<file path="config.mk">
export PLATFORM = sky130hd
export DESIGN_NAME = program_loader
export DESIGN_NICKNAME = d
export VERILOG_FILES = /design/src/rtl/program_loader_pkg.sv /design/src/rtl/loader_word_assembler.sv /design/src/rtl/program_loader.sv
export SDC_FILE = /design/constraint.sdc
export NUM_CORES = 1
export LEC_CHECK = 0
export ABC_AREA = 0
export ABC_CLOCK_PERIOD_IN_PS = 4100
export BUFFER_PORTS_ARGS = -buffer_cell sky130_fd_sc_hd__clkbuf_2
export CAP_MARGIN = 25
export CORE_AREA = 4 4 111 113
export DETAILED_ROUTE_END_ITERATION = 8
export DIE_AREA = 0 0 115 117
export HOLD_SLACK_MARGIN = 0.06
export PLACE_DENSITY = 0.71
export RECOVER_POWER = 25
export SYNTH_ARGS = -nofsm -noshare
export SYNTH_HDL_FRONTEND = slang
export SYNTH_SLANG_ARGS = --single-unit
</file>
<file path="constraint.sdc">
create_clock -name clk -period 4.1 [get_ports clk]
set_clock_uncertainty 0.15 [all_clocks]
set_input_delay 0.615 -clock clk [delete_from_list [all_inputs] [get_ports clk]]
set_output_delay 0.615 -clock clk [all_outputs]
set_load 0.02 [all_outputs]
</file>
<file path="src/rtl/program_loader_pkg.sv">
// rtl/program_loader_pkg.sv - shared command codes and state encoding for the program loader
package program_loader_pkg;

  localparam logic [7:0] CMD_RAM  = 8'hA5;
  localparam logic [7:0] CMD_MC   = 8'h5A;
  localparam logic [7:0] CMD_RUN  = 8'h0F;
  localparam logic [7:0] CMD_STOP = 8'hC3;

  typedef enum logic [3:0] {
    IDLE,
    RAM_LEN,
    RAM_BYTE,
    RAM_MAR,
    RAM_WR,
    MC_LEN0,
    MC_LEN1,
    MC_BYTE,
    MC_WR,
    RUN,
    ERR
  } loader_state_t;

endpackage

</file>
<file path="src/rtl/loader_word_assembler.sv">
// rtl/loader_word_assembler.sv - LSB-first byte-lane shift register building one microcode word
module loader_word_assembler #(
  parameter int WIDTH = 24
) (
  input  logic             clk,
  input  logic             rst,
  input  logic             clear,
  input  logic             shift,
  input  logic [7:0]       data,
  output logic [WIDTH-1:0] word,
  output logic             complete
);

  localparam int BYTES = WIDTH / 8;
  localparam int CW = $clog2(BYTES) + 1;
  localparam logic [CW-1:0] LAST = CW'(BYTES - 1);

  logic [CW-1:0] count;

  // The byte being shifted in now closes the word when the count sits on the last lane.
  assign complete = shift && (count == LAST);

  // Byte counter restarts on every completed word so words need no explicit re-arm.
  always_ff @(posedge clk or posedge rst) begin
    if (rst) begin
      count <= '0;
    end else if (clear) begin
      count <= '0;
    end else if (shift) begin
      count <= complete ? '0 : count + 1'b1;
    end
  end

  generate
    if (BYTES == 1) begin : g_single
      assign word = data;
    end else begin : g_multi
      localparam int PW = WIDTH - 8;
      logic [PW-1:0] lanes;

      // The incoming byte is the top lane of the finished word; earlier bytes sit below it.
      assign word = {data, lanes};

      if (PW == 8) begin : g_one_lane
        // Single held lane: just capture the byte.
        always_ff @(posedge clk or posedge rst) begin
          if (rst) begin
            lanes <= '0;
          end else if (clear) begin
            lanes <= '0;
          end else if (shift) begin
            lanes <= data;
          end
        end
      end else begin : g_shift_lanes
        // Shift right by a byte so the first byte received ends up in the lowest lane.
        always_ff @(posedge clk or posedge rst) begin
          if (rst) begin
            lanes <= '0;
          end else if (clear) begin
            lanes <= '0;
          end else if (shift) begin
            lanes <= {data, lanes[PW-1:8]};
          end
        end
      end
    end
  endgenerate

endmodule

</file>
<file path="src/rtl/program_loader.sv">
// rtl/program_loader.sv - byte-stream loader for RAM image and microcode, with run control
module program_loader
  import program_loader_pkg::*;
#(
  parameter int RAM_SIZE       = 256,
  parameter int EEPROM_SIZE    = 1024,
  parameter int MICROCODE_SIZE = 24
) (
  input  logic                      clk,
  input  logic                      RESET,
  input  logic [7:0]                rx_data,
  input  logic                      rx_valid,
  output logic                      rx_ready,
  output logic [7:0]                GLOBAL_BUS,
  output logic                      mar_in,
  output logic                      ram_in,
  output logic                      eeprom_in,
  output logic [MICROCODE_SIZE-1:0] microcode,
  output logic                      RESET_counter,
  output logic                      RESETn,
  output logic                      busy,
  output logic                      error
);

  localparam logic [8:0] FULL_IMAGE = 9'(RAM_SIZE);

  loader_state_t             state;
  logic [7:0]                addr;
  logic [7:0]                data_q;
  logic [7:0]                wc_lo;
  logic [8:0]                ram_left;
  logic [15:0]               words_left;
  logic [15:0]               wc;
  logic                      accept;
  logic                      asm_shift;
  logic                      asm_clear;
  logic                      asm_complete;
  logic [MICROCODE_SIZE-1:0] asm_word;

  assign accept    = rx_valid && rx_ready;
  assign wc        = {rx_data, wc_lo};
  assign asm_shift = accept && (state == MC_BYTE);
  assign asm_clear = accept && (state == MC_LEN1);

  assign rx_ready   = state inside {IDLE, RAM_LEN, RAM_BYTE, MC_LEN0, MC_LEN1, MC_BYTE, RUN};
  assign mar_in     = (state == RAM_MAR);
  assign ram_in     = (state == RAM_WR);
  assign eeprom_in  = (state == MC_WR);
  assign RESETn     = (state == RUN);
  assign error      = (state == ERR);
  assign busy       = !(state inside {IDLE, RUN, ERR});
  assign GLOBAL_BUS = (state == RAM_MAR) ? addr : (state == RAM_WR) ? data_q : 8'h00;

  loader_word_assembler #(
    .WIDTH(MICROCODE_SIZE)
  ) u_asm (
    .clk     (clk),
    .rst     (RESET),
    .clear   (asm_clear),
    .shift   (asm_shift),
    .data    (rx_data),
    .word    (asm_word),
    .complete(asm_complete)
  );

  // Loader sequencer: command decode, RAM image write cycles, microcode word writes, run hold.
  always_ff @(posedge clk or posedge RESET) begin
    if (RESET) begin
      state         <= IDLE;
      addr          <= '0;
      data_q        <= '0;
      wc_lo         <= '0;
      ram_left      <= '0;
      words_left    <= '0;
      microcode     <= '0;
      RESET_counter <= 1'b0;
    end else begin
      RESET_counter <= 1'b0;
      case (state)
        IDLE: begin
          if (accept) begin
            case (rx_data)
              CMD_RAM: state <= RAM_LEN;
              CMD_MC: begin
                state         <= MC_LEN0;
                RESET_counter <= 1'b1;
              end
              CMD_RUN: begin
                state         <= RUN;
                RESET_counter <= 1'b1;
              end
              default: state <= ERR;
            endcase
          end
        end
        RAM_LEN: begin
          if (accept) begin
            ram_left <= (rx_data == 8'h00) ? FULL_IMAGE : {1'b0, rx_data};
            addr     <= '0;
            state    <= RAM_BYTE;
          end
        end
        RAM_BYTE: begin
          if (accept) begin
            data_q <= rx_data;
            state  <= RAM_MAR;
          end
        end
        RAM_MAR: state <= RAM_WR;
        RAM_WR: begin
          // Address advances after each write, so it only wraps after the 256th byte.
          addr     <= addr + 8'd1;
          ram_left <= ram_left - 9'd1;
          state    <= (ram_left == 9'd1) ? IDLE : RAM_BYTE;
        end
        MC_LEN0: begin
          if (accept) begin
            wc_lo <= rx_data;
            state <= MC_LEN1;
          end
        end
        MC_LEN1: begin
          if (accept) begin
            if (wc == 16'd0) begin
              state <= IDLE;
            end else if (int'(wc) > EEPROM_SIZE) begin
              state <= ERR;
            end else begin
              words_left <= wc;
              state      <= MC_BYTE;
            end
          end
        end
        MC_BYTE: begin
          if (accept && asm_complete) begin
            microcode <= asm_word;
            state     <= MC_WR;
          end
        end
        MC_WR: begin
          words_left <= words_left - 16'd1;
          state      <= (words_left == 16'd1) ? IDLE : MC_BYTE;
        end
        RUN: begin
          if (accept && (rx_data == CMD_STOP)) begin
            state <= IDLE;
          end
        end
        ERR:     state <= ERR;
        default: state <= ERR;
      endcase
    end
  end

endmodule

</file>
# Yosys cells after proc, flatten, opt, wreduce, memory -nomap -nowiden
# Index checks and enable logic that the tools add are counted.
[totals]
regBits = 97
in_bits = 11
out_inout_bits = 40
word_cells = 95
[classes]
addsub = 4
order_cmp = 1
eq_ne = 26
n_mux = 32
reduce_logical = 22
[ops]
columns = ["operator", "n"]
rows = [
  ["2-to-1 mux 16 bit", 5],
  ["case mux 4 bit (10 select lines)", 1],
  ["2-to-1 mux 4 bit", 9],
  ["case mux 16 bit (2 select lines)", 1],
  ["2-to-1 mux 8 bit", 3],
  ["2-to-1 mux 9 bit", 2],
  ["case mux 9 bit (2 select lines)", 1],
  ["equality test 16 x 1 -> 1 bit (second input constant)", 1],
  ["equality test 4 x 3 -> 1 bit (second input constant)", 4],
  ["equality test 8 bit (second input constant)", 2],
  ["> comparator 16 x 11 -> 1 bit (second input constant)", 1],
  ["zero test 16 bit", 1],
  ["case mux 8 bit (2 select lines)", 1],
  ["subtractor 16 x 1 -> 16 bit (second input constant)", 1],
  ["inequality test 2 bit (second input constant)", 7],
  ["equality test 4 bit (second input constant)", 3],
  ["2-to-1 mux 3 bit", 4],
  ["case mux 4 bit (3 select lines)", 1],
  ["equality test 9 x 1 -> 1 bit (second input constant)", 1],
  ["subtractor 9 x 1 -> 9 bit (second input constant)", 1],
  ["adder 8 x 1 -> 8 bit (second input constant)", 1],
  ["equality test 4 x 2 -> 1 bit (second input constant)", 2],
  ["equality test 8 x 4 -> 1 bit (second input constant)", 1],
  ["equality test 8 x 7 -> 1 bit (second input constant)", 1],
  ["17 further kinds", 30],
]

# Logic depth before layout (Yosys ltp)
[logic_depth]
word_depth = 8
depth_mapped = 9
depth_no_buf = 7

# Modules after synthesis
# From an unflattened synthesis, not the netlist that was laid out.
[unflattened]
hier_cells = 483
area_unflattened_um2 = 5058.6
[by_module_without_submodules]
columns = ["mod", "instances", "cells_per_inst", "area_each_um2", "seq_area_each_um2"]
rows = [
  ["program_loader", 1, 403, 4162.7, 1951.9],
  ["loader_word_assembler", 1, 80, 895.9, 475.5],
]

# Worst setup path after synthesis
# OpenSTA, ideal clock, no wires.
[synth_path]
kind = "flip-flop to output port"
startpoint = "reg state[1]"
endpoint = "out GLOBAL_BUS[0]"
arrival_ns = 2.100
required_ns = 3.335
slack_ns = 1.235
path_stages_with_launch = 6
n_path_buf = 2
path_cell_list = "dfrtp_1 -> buf_2 -> buf_1 -> nand2_1 -> nor3_1 -> a22o_1"
[synth_via]
elab_cells_between_ends = 4
cone_classes = "eq/ne: 2; mux: 2"
[synth_lines]
columns = ["element", "line", "text"]
rows = [
  ["start: declaration", "program_loader.sv:27", "loader_state_t state;"],
  ["start signal: assignment", "program_loader.sv:114", "state <= (ram_left == 9'd1) ? IDLE : RAM_BYTE;"],
  ["start signal: assignment", "program_loader.sv:142", "state <= (words_left == 16'd1) ? IDLE : MC_BYTE;"],
  ["equality test 4 x 2 -> 1 bit", "-", ""],
  ["named net mar_in", "program_loader.sv:15", "output logic mar_in,"],
  ["2-to-1 mux 8 bit", "program_loader.sv:52", "assign GLOBAL_BUS = (state == RAM_MAR) ? addr : (state == RAM_WR) ? data_q : 8'h00;"],
  ["end: declaration", "program_loader.sv:14", "output logic [7:0] GLOBAL_BUS,"],
]
# The timed path passes the listed nets, and every way through them passes these cells.

# Worst setup path in the final report
[layout_path]
startpoint = "reg state[0]"
endpoint = "out GLOBAL_BUS[1]"
[layout_via]
elab_chain_len = 3
elab_cells_between_ends = 4
cone_classes = "eq/ne: 2; mux: 2"
[layout_lines]
columns = ["element", "line"]
rows = [
  ["equality test 4 x 3 -> 1 bit", "program_loader.sv:52"],
  ["2-to-1 mux 8 bit", "program_loader.sv:52"],
  ["2-to-1 mux 8 bit *", "program_loader.sv:52"],
]
# Every way passes the cells marked *; elsewhere a longest branch is shown, timed or not.

==> results <==
- The run finished, with violations left.
- The final reports fail on max-capacitance violations, max-slew violations.
- The die footprint is ~0.013 sq mm.
- The number of synthesis warnings is 0.
- The maximum fanout encountered on the critical timing path is 19.
- The critical path goes through inv_1 > nor3_1 > a22o_1 > clkbuf_2.
- just over 50 I/O pins were placed.
- The met2 track demand over resource is 0.284.
- The share of power burned in registers is 0.473.
- After clock tree synthesis, the setup repair step added 0 buffers.
- The synthesis-stage register bit count is 97.
- For this block, the via count after detailed routing is approximately 3800.
- The post-route minimum period is 3370 ps.
- The pin count of the biggest net entering global routing is between 50 and 60.
- After technology mapping, the gate count stands at 446.
- The worst pin sits at a relative slew slack of -0.549.
- The global routing usage on met1 is 0.241.
- Synthesis produced a netlist with a net count of ~460.
- The mean instance size in the synthesized netlist is around 11 sq um.
- The XOR/XNOR share of the synthesized area is 0.00183.
- The max-slew violation count is just over 50.
- The cell class contributing the biggest share of worst-path delay is simple AND/OR/NAND/NOR gates.
- Of the total power, the clock network draws 0.274.
- The estimated wirelength of the detail-placed design is 7770 um.
- STA classifies the critical path startpoint as a flip-flop.
- The fraction of power spent switching nets is 0.362.
- Timing would allow up to about 300 MHz.
- Measured along the x axis, the die boundary spans 115 um.
- After global routing the overflow that remains totals 0.
- The final hold violation count came to 0.
- In this run the power density over the cells is 559 mW/mm^2.
- The simple-gate share of the synthesized area is 0.161.
- The net load switching power is 0.00110 W.
- The cell internal power dissipation is roughly 0.0019 W.
- Counting the buffers created by CTS gives 9.
- The post-synth design cell area is about 0.0048 sq mm.
- The post-synthesis share of cell area spent on full adders, half adders and majority gates is 0.0183.
- The initial antenna violation count is 0.
- The routability congestion estimate from global placement is 0.894.
- The layer with the highest usage after global routing is met2.
- The cell area after placement is roughly 0.0051 sq mm.
- After synthesis, the share of cell area in mux cells is 0.0983.
- The maximum number of buffers from clock root to sink is 2.
- The category of the worst setup path capture point is a primary output.
- VDD sags by at most 0.196 mV.
- The synthesized-area fraction occupied by ao, oa, aoi and oai cells is 0.179.
- The CTS root buffer is sky130_fd_sc_hd__clkbuf_16.
- The count of port buffers added during placement is 50.
- The netlist uses 60 different library cells.
- The start-to-end type of the worst setup path is flip-flop to primary output.
- The clock-pin slew on the worst setup and hold paths is approximately 70 ps.
- The number of design-rule violations left by the first detailed-router iteration is about 450.
- Of the total power, combinational logic draws 0.254.
- Gates resized during post-CTS repair numbered 0.
- The dominant combinational cell family by area after synthesis is compound AO/OA/AOI/OAI gates.
- The clock sink count is between 90 and 100.
- The tool flagged a number of max-cap violations equal to 1.
- In the global route stage, met3 resource usage came out at 0.0319.
- Dividing the detail-routed wire length by the instance count gives 18.0 um.
- On the worst path, the slowest cell contributes a delay of just over 800 ps.
- The standard cell with the maximum stage delay on the critical path is sky130_fd_sc_hd__nor3_1.
- The most used flip-flop cell after synthesis is sky130_fd_sc_hd__dfrtp_1.
- The number of hold buffers added after CTS is 0.
- For this run, asynchronously set or reset flops after synthesis account for 1.00.
- The insertion delay of the later-clocked pin in the worst-skew pair is between 300 and 400 ps.
- The effective utilization at floorplan is 0.423.
- The floorplan step defined a core boundary enclosing around 0.011 sq mm.
- The via count of the first global-routing pass is about 3700.
- Using the TritonRoute via totals, the vias-per-cell ratio works out to slightly below 6.
- The final setup violation count is 0.
- The first global-routing pass estimated around 19000 um of wire.
- The net count reported at finish is 505.
- In the layout the commonest cells are sky130_fd_sc_hd__dfrtp_1 (97), sky130_fd_sc_hd__clkbuf_2 (50), sky130_fd_sc_hd__mux2_2 (40).
- From synthesis to final layout, the design area changed by 13.5%.
- The floorplan has 39 rows.
- After detailed routing, the number of remaining DRC violations is 0.
- The most frequent standard cell in the layout excluding fill and tap cells is sky130_fd_sc_hd__dfrtp_1.
- For the pin with the worst max-slew slack, the measured transition is approximately 2300 ps.
- For the final routed database, the setup TNS stands at 0 ps.
- The repair_antennas step left the layout with diodes totalling 0.
- Counting both buffers and inverters, the worst setup path holds a total of 2.
- In this run the number of H-tree levels came out at 3.
- With fillers left out, the area of the finished cells amounts to roughly 0.0054 sq mm.
- For this run, the register share of the synthesized area comes to 0.507.
- The fraction of layout cells with a size suffix above 1 is 0.240.
- The final period utilization is 0.822.
- For this run, the total global-route usage over all layers was measured as 0.180.
- Wires add up to around 11000 um.
- The die is approximately 120 um tall.
- The critical path arrival is about 2600 ps.
- Summed over all cells, the static leakage comes to about 2.4 nW.
- In this run the remaining antenna-violating nets after routing total 0.
- TritonCTS built the clock tree.
- Setup repair after global routing left no endpoint under its margin.
- The worst min-delay path category is flip-flop to flip-flop.
- The first TritonRoute pass finished after 5 iterations.
- For the worst setup path, the data required time is between 3000 and 4000 ps.
- Yosys mapped a number of flops with a built-in enable equal to 0.
## sequential cells by signal, summed over array words and instances, names as in the netlist
register             flops
u_asm.g_multi.lanes     16
RESET_counter            1
state                    4
words_left              16
ram_left                 9
addr                     8
wc_lo                    8
u_asm.count              3
microcode               24
data_q                   8
## power groups by stage
stage / registers (W) / clock network [W] / logic, W
after floorplan: 0.00131 / 0 / 0.000673
after global placement: 0.00143 / 0 / 0.000744
after detailed placement: 0.00144 / 0 / 0.000770
after CTS: 0.00143 / 0.000856 / 0.000773
after global routing: 0.00147 / 0.000892 / 0.000866
final: 0.00144 / 0.000832 / 0.000770
## logic make-up (layout without fill, tap and decap cells)
family          Yosys count  count (layout)
simple gates            141             141
compound gates          120             120
flops                    97              97
mux                      42              42
buf+inv                  38              84
fa+ha+maj                 7               7
xor+xnor                  1               1
## cell type report
class,count,area [sq um]
repair buffers,55,284
well taps,143,179
clock buffers,10,239
flip-flops and latches,97,2430
fillers,1051,5890
inverters,13,50.0
multi-input cells,311,2200
clock inverters,6,56.3
## metal layers
metal | up-vias | routed length [um]
met1 | 1868 | 5070
met3 | 28 | 493
met5 | - | 0
met2 | 99 | 5480
li1 | 1757 | -
met4 | 0 | 389
## Yosys cell counts (9+ instances only)
cell type                   n  area [sq um]
sky130_fd_sc_hd__dfrtp_1   97          2430
sky130_fd_sc_hd__nand3_1   14          70.1
sky130_fd_sc_hd__a22o_1    25           219
sky130_fd_sc_hd__nor3_1    18          90.1
sky130_fd_sc_hd__mux2_2    40           450
sky130_fd_sc_hd__o31ai_1    9          67.6
sky130_fd_sc_hd__clkbuf_1   9          33.8
sky130_fd_sc_hd__a21oi_1   18          90.1
sky130_fd_sc_hd__buf_2     10          50.1
sky130_fd_sc_hd__nor2_1    26          97.6
sky130_fd_sc_hd__o21ai_0   26           130
sky130_fd_sc_hd__inv_1     13          48.8
sky130_fd_sc_hd__nand2_1   35           131
## per-stage QoR
step           instances  utilization  setup slack (ps)  total power (W)  hold WS [ps]
2_1_floorplan        446            -               801          0.00198           296
3_3_place_gp         619        0.454              1320          0.00217           322
3_5_place_dp         619        0.454              1150          0.00221           334
4_1_cts              635        0.480               772          0.00305           281
5_1_grt              635        0.480               543          0.00323           370
6_report             635        0.480               729          0.00304           340
## path summary, 6_finish.rpt
check	to	start	cells after the start	slack (ps)
hold reg to reg	words_left[11]	words_left[11]	1	340
hold / removal	words_left[11]	words_left[11]	1	340
setup / recovery	GLOBAL_BUS[1]	state[0]	4	730
max in group asynchronous	ram_left[4]	RESET	3	1210
setup reg to reg	ram_left[8]	state[3]	6	1380
min in group asynchronous	addr[5]	RESET	2	720
(Power assumes the default switching activity.)
